## config.mk

```make
export PLATFORM = sky130hd
export DESIGN_NAME = bus_decoder
export DESIGN_NICKNAME = d
export VERILOG_FILES = /design/src/rtl/bus_decoder.sv
export SDC_FILE = /design/constraint.sdc
export NUM_CORES = 1
export LEC_CHECK = 0
export BUFFER_PORTS_ARGS = -buffer_cell sky130_fd_sc_hd__clkbuf_2
export CAP_MARGIN = 10
export CORE_MARGIN = 4
export CORE_UTILIZATION = 26
export CTS_BUF_LIST = sky130_fd_sc_hd__clkbuf_16
export CTS_CLUSTER_DIAMETER = 100
export DETAILED_ROUTE_END_ITERATION = 8
export SYNTH_ARGS = -nofsm -noshare
export SYNTH_HDL_FRONTEND = slang
export SYNTH_SLANG_ARGS = --single-unit
```

## constraint.sdc

```tcl
create_clock -name clk -period 3.7 [get_ports clk]
set_input_delay 0.555 -clock clk [delete_from_list [all_inputs] [get_ports clk]]
set_output_delay 0.555 -clock clk [all_outputs]
set_load 0.02 [all_outputs]
```

## src/rtl/bus_decoder.sv

```systemverilog
// Registered base/mask address decoder and single-outstanding request router.
// Define BUS_TIMEOUT_EN to build the hung-slave timeout (abort after TIMEOUT cycles in REQ/RESP).
module bus_decoder #(
   parameter int XLEN = 32,
   parameter int NUM_SLV = 4,
   // Slave 0 occupies the least-significant XLEN bits of each flattened vector.
   parameter logic [NUM_SLV*XLEN-1:0] SLV_BASE = {32'h2000_0000, 32'h1000_1000, 32'h1000_0000, 32'h0000_0000},
   parameter logic [NUM_SLV*XLEN-1:0] SLV_MASK = {32'hFFFF_0000, 32'hFFFF_F000, 32'hFFFF_F000, 32'hFFFF_C000},
   parameter int TIMEOUT = 255
) (
   input  logic                    clk,
   input  logic                    rst,
   input  logic                    m_req,
   input  logic                    m_we,
   input  logic [XLEN-1:0]         m_addr,
   input  logic [XLEN-1:0]         m_wdata,
   input  logic [3:0]              m_wstrb,
   output logic                    m_gnt,
   output logic                    m_rvalid,
   output logic [XLEN-1:0]         m_rdata,
   output logic                    m_err,
   output logic [NUM_SLV-1:0]      s_req,
   output logic                    s_we,
   output logic [XLEN-1:0]         s_wdata,
   output logic [3:0]              s_wstrb,
   output logic [XLEN-1:0]         s_addr,
   input  logic [NUM_SLV-1:0]      s_gnt,
   input  logic [NUM_SLV-1:0]      s_rvalid,
   input  logic [NUM_SLV*XLEN-1:0] s_rdata
);

   localparam int SEL_W = (NUM_SLV > 1) ? $clog2(NUM_SLV) : 1;

   typedef enum logic [1:0] {IDLE, REQ, RESP, ERR} state_t;

   state_t            state_reg, state_next;
   logic [SEL_W-1:0]  sel_reg;
   logic [XLEN-1:0]   s_addr_reg, s_wdata_reg, m_rdata_reg;
   logic [3:0]        s_wstrb_reg;
   logic              s_we_reg, m_rvalid_reg, m_err_reg;

   logic [NUM_SLV-1:0] match;
   logic [XLEN-1:0]    base_arr  [NUM_SLV];
   logic [XLEN-1:0]    rdata_arr [NUM_SLV];
   logic               hit;
   logic [SEL_W-1:0]   hit_sel;
   logic [XLEN-1:0]    offset;
   logic               can_accept, accept;
   logic               resp_ok, resp_err;
   logic               tmo_hit;

   if (NUM_SLV < 1 || NUM_SLV > 8 || TIMEOUT < 1 || TIMEOUT > 65535) begin : g_bad_cfg
      $error("bus_decoder: NUM_SLV or TIMEOUT out of range");
   end

   generate
      for (genvar gi = 0; gi < NUM_SLV; gi++) begin : g_slv
         assign base_arr[gi]  = SLV_BASE[gi*XLEN +: XLEN];
         assign rdata_arr[gi] = s_rdata[gi*XLEN +: XLEN];
         assign match[gi]     = (m_addr & SLV_MASK[gi*XLEN +: XLEN]) ==
                                (SLV_BASE[gi*XLEN +: XLEN] & SLV_MASK[gi*XLEN +: XLEN]);
      end
   endgenerate

   // Scan downwards so the lowest matching index is the one left standing.
   always_comb begin
      hit     = 1'b0;
      hit_sel = '0;
      for (int i = NUM_SLV - 1; i >= 0; i--) begin
         if (match[i]) begin
            hit     = 1'b1;
            hit_sel = SEL_W'(i);
         end
      end
   end

   assign offset = m_addr - base_arr[hit_sel];

   // The response pulse cycle is already back in IDLE, so it must still refuse new work.
   assign can_accept = (state_reg == IDLE) && !m_rvalid_reg;
   assign accept     = can_accept && m_req;
   assign m_gnt      = can_accept && !rst;

`ifdef BUS_TIMEOUT_EN
   logic [15:0] tmo_cnt_reg;

   always_ff @(posedge clk or posedge rst) begin
      if (rst) begin
         tmo_cnt_reg <= '0;
      end else if (accept) begin
         tmo_cnt_reg <= '0;
      end else if (state_reg == REQ || state_reg == RESP) begin
         tmo_cnt_reg <= tmo_cnt_reg + 16'd1;
      end
   end

   // >= keeps the abort armed if a grant lands on the limit cycle and RESP follows.
   assign tmo_hit = (tmo_cnt_reg >= 16'(TIMEOUT - 1));
`else
   assign tmo_hit = 1'b0;
`endif

   always_ff @(posedge clk or posedge rst) begin
      if (rst) begin
         state_reg <= IDLE;
      end else begin
         state_reg <= state_next;
      end
   end

   always_comb begin
      state_next = state_reg;
      resp_ok    = 1'b0;
      resp_err   = 1'b0;
      case (state_reg)
         IDLE: begin
            if (accept) begin
               if (hit) begin
                  state_next = REQ;
               end else begin
                  state_next = ERR;
                  resp_err   = 1'b1;
               end
            end
         end
         REQ: begin
            if (s_gnt[sel_reg]) begin
               state_next = RESP;
            end else if (tmo_hit) begin
               state_next = ERR;
               resp_err   = 1'b1;
            end
         end
         RESP: begin
            if (s_rvalid[sel_reg]) begin
               state_next = IDLE;
               resp_ok    = 1'b1;
            end else if (tmo_hit) begin
               state_next = ERR;
               resp_err   = 1'b1;
            end
         end
         ERR: begin
            state_next = IDLE;
         end
         default: begin
            state_next = IDLE;
         end
      endcase
   end

   always_ff @(posedge clk or posedge rst) begin
      if (rst) begin
         sel_reg      <= '0;
         s_addr_reg   <= '0;
         s_we_reg     <= 1'b0;
         s_wdata_reg  <= '0;
         s_wstrb_reg  <= '0;
         m_rvalid_reg <= 1'b0;
         m_err_reg    <= 1'b0;
         m_rdata_reg  <= '0;
      end else begin
         m_rvalid_reg <= resp_ok || resp_err;
         if (resp_ok) begin
            m_err_reg   <= 1'b0;
            m_rdata_reg <= rdata_arr[sel_reg];
         end else if (resp_err) begin
            m_err_reg   <= 1'b1;
            m_rdata_reg <= '0;
         end
         if (accept) begin
            sel_reg     <= hit_sel;
            s_addr_reg  <= offset;
            s_we_reg    <= m_we;
            s_wdata_reg <= m_wdata;
            s_wstrb_reg <= m_wstrb;
         end
      end
   end

   always_comb begin
      s_req = '0;
      if (state_reg == REQ) begin
         s_req[sel_reg] = 1'b1;
      end
   end

   assign s_addr   = s_addr_reg;
   assign s_we     = s_we_reg;
   assign s_wdata  = s_wdata_reg;
   assign s_wstrb  = s_wstrb_reg;
   assign m_rvalid = m_rvalid_reg;
   assign m_err    = m_err_reg;
   assign m_rdata  = m_rdata_reg;

endmodule

```

# ---- Yosys cells after proc, flatten, opt, wreduce, memory -nomap -nowiden
# Index checks and enable logic that the tools add are counted.
dict set report totals {
  word_cells 71
  register_bits 107
  output_inout_bits 108
  inputBits 208
}
dict set report op_classes {
  n_eq_ne 9
  n_bitwise 2
  add_sub_neg 1
  n_lt_le_gt_ge 4
  reduce_logical 11
  muxes 35
}
# cell count
set ops {}
lappend ops {{$mux W32} 6}
lappend ops {{$bmux W32 S2} 2}
lappend ops {{$eq A20 B17 Y1 const B} 2}
lappend ops {{$logic_not A32 Y1} 1}
lappend ops {{$sub A32 B32 Y32} 1}
lappend ops {{$eq A16 B14 Y1 const B} 1}
lappend ops {{$mux W2} 8}
lappend ops {{$mux W1} 14}
lappend ops {{$pmux W2 S4} 1}
lappend ops {{$ge A3 B3 Y1 const B} 2}
lappend ops {{$ne A2 B2 Y1 const B} 3}
lappend ops {{$not A2 Y3} 2}
lappend ops {{$bmux W1 S2} 2}
lappend ops {{$eq A2 B2 Y1 const B} 2}
lappend ops {{$logic_and A1 B1 Y1} 4}
lappend ops {{$mux W4} 1}
lappend ops {{$lt A2 B3 Y1 const B} 1}
lappend ops {{$reduce_and A3 Y1} 1}
lappend ops {{$demux W1 S2} 1}
lappend ops {{$eq A2 B1 Y1 const B} 1}
lappend ops {{$ge A2 B1 Y1 const B} 1}
lappend ops {{$logic_not A1 Y1} 2}
lappend ops {{$logic_not A2 Y1} 1}
lappend ops {{$reduce_bool A2 Y1} 1}
lappend ops {{$logic_or A1 B1 Y1} 1}

# ---- Logic depth before layout (Yosys ltp)
dict set report logic_depth {
  word_depth 10
  mapped_depth 14
  mapped_depth_nobuf 13
}

# ---- Worst setup path after synthesis
# OpenSTA, ideal clock, no wires.
dict set report synth_path {
  path_type {input port to flip-flop}
  startpoint {in m_addr[23]}
  endpoint {reg s_addr_reg[31] (netlist: s_addr[31])}
  arrival_ns 2.900
  path_slack_ns 0.666
  cell_stages 10
  n_path_buf 0
  required_time_ns 3.566
  setup_ns 0.134
  path_cell_list {nor4_4 nand4_4 nand2b_1 ha_1 ha_1 a21o_1 a2111o_1 o21bai_1 xnor2_1 o21ai_0}
}
dict set report synth_via {
  elab_chain_cells 10
  elab_cells_between_ends 13
  classes_between {1 x add/sub; 3 x eq/ne; 7 x mux; 1 x bitwise; 1 x reduce/logical}
}
# item line_no
set synth_rtl {}
lappend synth_rtl {{start, declared} 15} ;# input logic [XLEN-1:0] m_addr,
lappend synth_rtl {{$eq A16 B14 Y1} 60} ;# assign match[gi] = (m_addr & SLV_MASK[gi*XLEN +: XLEN]) ==
lappend synth_rtl {{$mux W2 (4 in a row)} 70} ;# if (match[i]) begin
lappend synth_rtl {{$not A2 Y3 (implied by the code)} 77} ;# assign offset = m_addr - base_arr[hit_sel];
lappend synth_rtl {{$bmux W32 S2} 77}
lappend synth_rtl {{$mux W32 (implied by the code) (2 in a row)} 77}
lappend synth_rtl {{$sub A32 B32 Y32 (*)} 77}
lappend synth_rtl {{end signal, assigned} 173} ;# s_addr_reg <= offset;
lappend synth_rtl {{end, declared} 38} ;# logic [XLEN-1:0] s_addr_reg, s_wdata_reg, m_rdata_reg;
# Every way passes the cells marked *; elsewhere a longest branch is shown, timed or not. The select of a mux whose other input is x is not followed.
# A chain may end at the register's enable or synchronous reset.

# ---- Worst setup path in the final report
dict set report layout_path {
  startpoint {in m_addr[27]}
  endpoint {reg s_addr_reg[31] (netlist: s_addr[31])}
}
dict set report layout_via {
  elab_chain_cells 10
  elab_cells_between_ends 13
  classes_between {1 x add/sub; 3 x eq/ne; 7 x mux; 1 x bitwise; 1 x reduce/logical}
}
# item line_no
set layout_rtl {}
lappend layout_rtl {{$eq A16 B14 Y1} 60}
lappend layout_rtl {{$mux W2 (3 in a row)} 70}
lappend layout_rtl {{$mux W2 (*)} 70}
lappend layout_rtl {{net hit_sel[1]} 46} ;# logic [SEL_W-1:0] hit_sel;
lappend layout_rtl {{$not A2 Y3 (implied by the code) (*)} 77}
lappend layout_rtl {{$bmux W32 S2 (*)} 77}
lappend layout_rtl {{$mux W32 (implied by the code) (*) (2 in a row)} 77}
lappend layout_rtl {{$sub A32 B32 Y32 (*)} 77}
# The timed path passes the listed nets; every way through them passes the cells marked *. The select of a mux whose other input is x is not followed.

==> impl_metrics.toml <==
[synthesis]
yosys.area_share.simple_pct = 21.64
ys.flop_type = "dfrtp_1"
synth_compound_gate_area_share_pct = 8.472
synth_seq_cells = 107
synth.area.mux_share_pct = 13.43
yosys-top-cells-area = "dfrtp_1, mux4_2, nand2_1, nand3_2, o21ai_2"
synth_edf_count = 0
ys_seq_area_share_pct = 46.97
synth_top_area_share_pct = 46.97
synth_top_family_by_area = "simple AND/OR/NAND/NOR gates"
syn_area_um2 = 5700
yosys.area.top_type = "dfrtp_1"
syn_nets = 778
synth-xor-area-share_pct = 2.305
ys_async_sr_fraction_pct = 100.0
synthTopCellsByCount = "nand2_1, dfrtp_1, inv_1, mux4_2, o21ai_0"
yosysWarningCount = 0
synth_area_per_cell_um2 = 10.11
synth_fa_ha_area_share_pct = 1.317
synth.distinct_cells = 42
yosysMostFrequentCell = "nand2_1"
syn_inst = 564

[cts]
htreeDepth = 3
cts_root_buf = "clkbuf_16"
clk_pin_slew_ns = 0.07
numCtsBuffers = 9
clock_sinks = 107
holdBufCountCts = 0
cts_resized = 0
cts_setup_buffers = 0
clock_path_buffers = 2
cts_tree = "yes"
clk_latency_ns = 0.35

[power]
seqPwrFrac_pct = 37.6
p_clk_share_pct = 18.3
p_switching_mw = 2.300
switching_share_pct = 44.28
intPower_mw = 2.894
p_per_area_nw_per_um2 = 664.5
leakage_nw = 4.113
total_power_mw = 5.194
combPwrFrac_pct = 44.0
vdd_drop_max_mv = 0.3336

[grt]
grt_usage_pct = 13.95
grt_max_degree = 57
overflow = 0
grt_pass1_vias = 5093
grt_pass1_wl_um = 27240
antenna_found_initial = 0

[floorplan]
start_util_pct = 26.78
dieWidth_um = 156.1
ios = 316
fp.dieArea_um2 = 24360
rows = 53
core_area_um2 = 21290
die-height_um = 156.1

[place]
dp_hpwl_um = 14050
io_buffers = 315
post-place-ws_ns = 0.2808
place_area_um2 = 7530
routabilityCongestion = 0.7562

[finish]
num_antenna_cells = 0
syn2layout_area_growth_pct = 37.12
final_cell_area_um2 = 7816
ff_latch_area_um2 = 2680
num-fill-cells = 2214
multiInputGateArea_um2 = 2693
fin_nets = 1079
drive_gt1_share_pct = 48.74

[hold_path]
holdCritPathClass = "primary input to asynchronous set/reset pin"

[timing]
fin_ws_ns = 0.6384
hold_slack_ns = 0.3110
fmax_ghz = 0.3266
min_period_over_period_pct = 82.75
relSlewSlack_pct = 53.83
rsz0062_at_grt = "false"
fin_crit_ns = 3.062
fin_tns_setup_ns = 0
setup_viol = 0
worstMarginPinSlew_ns = 0.6926
skew_ns = 0.01002
maxSlewViolCount = 0
hold_viol = 0

[detailed_routing]
ant_nets = 0
post_drt_wl_per_cell_um = 15.50
drt_pass1_iterations = 4
post-route-drc-count = 0
wirelength_um = 17750
vias_per_cell = 4.430
num_vias = 5072
initialDrtViolationCount = 208

[worst_setup_path]
path_max_fanout = 6
worst_setup_path_start_kind = "primary input"
crit_type = "primary input to flip-flop"
required_ns = 3.91
critical_path_arrival_ns = 3.27
endpoint_kind = "flip-flop"

[job]
drv_cap = 0

[run_status]
status = "finished clean"
kinds of logic after synthesis:
| family | after synthesis |
|---|---|
| flops | 107 |
| simple gates | 255 |
| fa+ha+maj | 6 |
| compound gates | 73 |
| mux | 34 |
| xor+xnor | 15 |
| buf+inv | 74 |
worst paths after layout:
| path | startpoint | endpoint | slack, ns | cells past startpoint |
|---|---|---|---|---|
| max in group asynchronous | rst | s_wdata[6] | 2.65 | 3 |
| worst min register to register | s_addr[9] | s_addr[9] | 0.48 | 2 |
| worst max register to register | sel_reg[0] | m_rdata[27] | 1.46 | 4 |
| worst max-delay path | m_addr[27] | s_addr[31] | 0.64 | 11 |
| min in group clk | m_wdata[11] | s_wdata[11] | 0.39 | 3 |
| worst min-delay path | rst | m_rdata[31] | 0.31 | 2 |
worst max-delay path, stage by stage:
cell and delay, ns:
clkbuf_2 0.14, nor4_4 0.46, nand4_4 0.18, a21oi_1 0.30, ha_1 0.30, ha_1 0.35
a21o_1 0.22, a2111o_1 0.40, o21bai_1 0.16, xnor2_1 0.13, o21ai_0 0.09
area by class of cell:
cell class	instances	share of cell area [%]
clock buffers	9	2.881
inverters	39	1.905
well taps	275	4.402
flip-flops and latches	107	34.29
multi-input cells	383	34.45
clock inverters	7	0.7844
repair buffers	325	21.29
layout by cell type, fill, tap and decap left out, types with 4 or more instances in the layout:
master	instances
clkbuf_2	315
nor2_1	14
dfrtp_1	105
buf_4	9
a31oi_1	5
xor2_1	4
nand3_1	18
clkbuf_16	9
nand3_2	20
o21ai_0	27
mux4_2	34
nand2_1	176
inv_1	38
xnor2_1	11
o21ai_2	20
o21ai_1	9
ha_1	6
nor4_1	4
power groups by stage:
stage               clock, mW  combinational, mW  sequential, mW
finish                  0.952               2.29            1.96
global route             1.04               2.51            2.03
CTS                      1.00               2.33            1.96
detailed placement          0               2.34            1.97
global placement            0               2.31            1.97
floorplan                   0              0.880            2.54
stage by stage:
step	utilization, %	std cells
2_1_floorplan	-	564
3_3_place_gp	35.37	1129
3_5_place_dp	35.37	1129
4_1_cts	36.72	1145
5_1_grt	36.72	1145
6_report	36.72	1145
routing by layer:
| layer | GRT usage [%] | vias up | share of wire [%] |
|---|---|---|---|
| li1 | - | 2503 | - |
| met1 | 17.14 | 2367 | 41 |
| met2 | 24.18 | 191 | 49 |
| met3 | 4.549 | 11 | 9.0 |
| met4 | 2.584 | 0 | 0.90 |
| met5 | 0 | - | 0 |
Note: power is estimated with default switching activity, not from simulation.
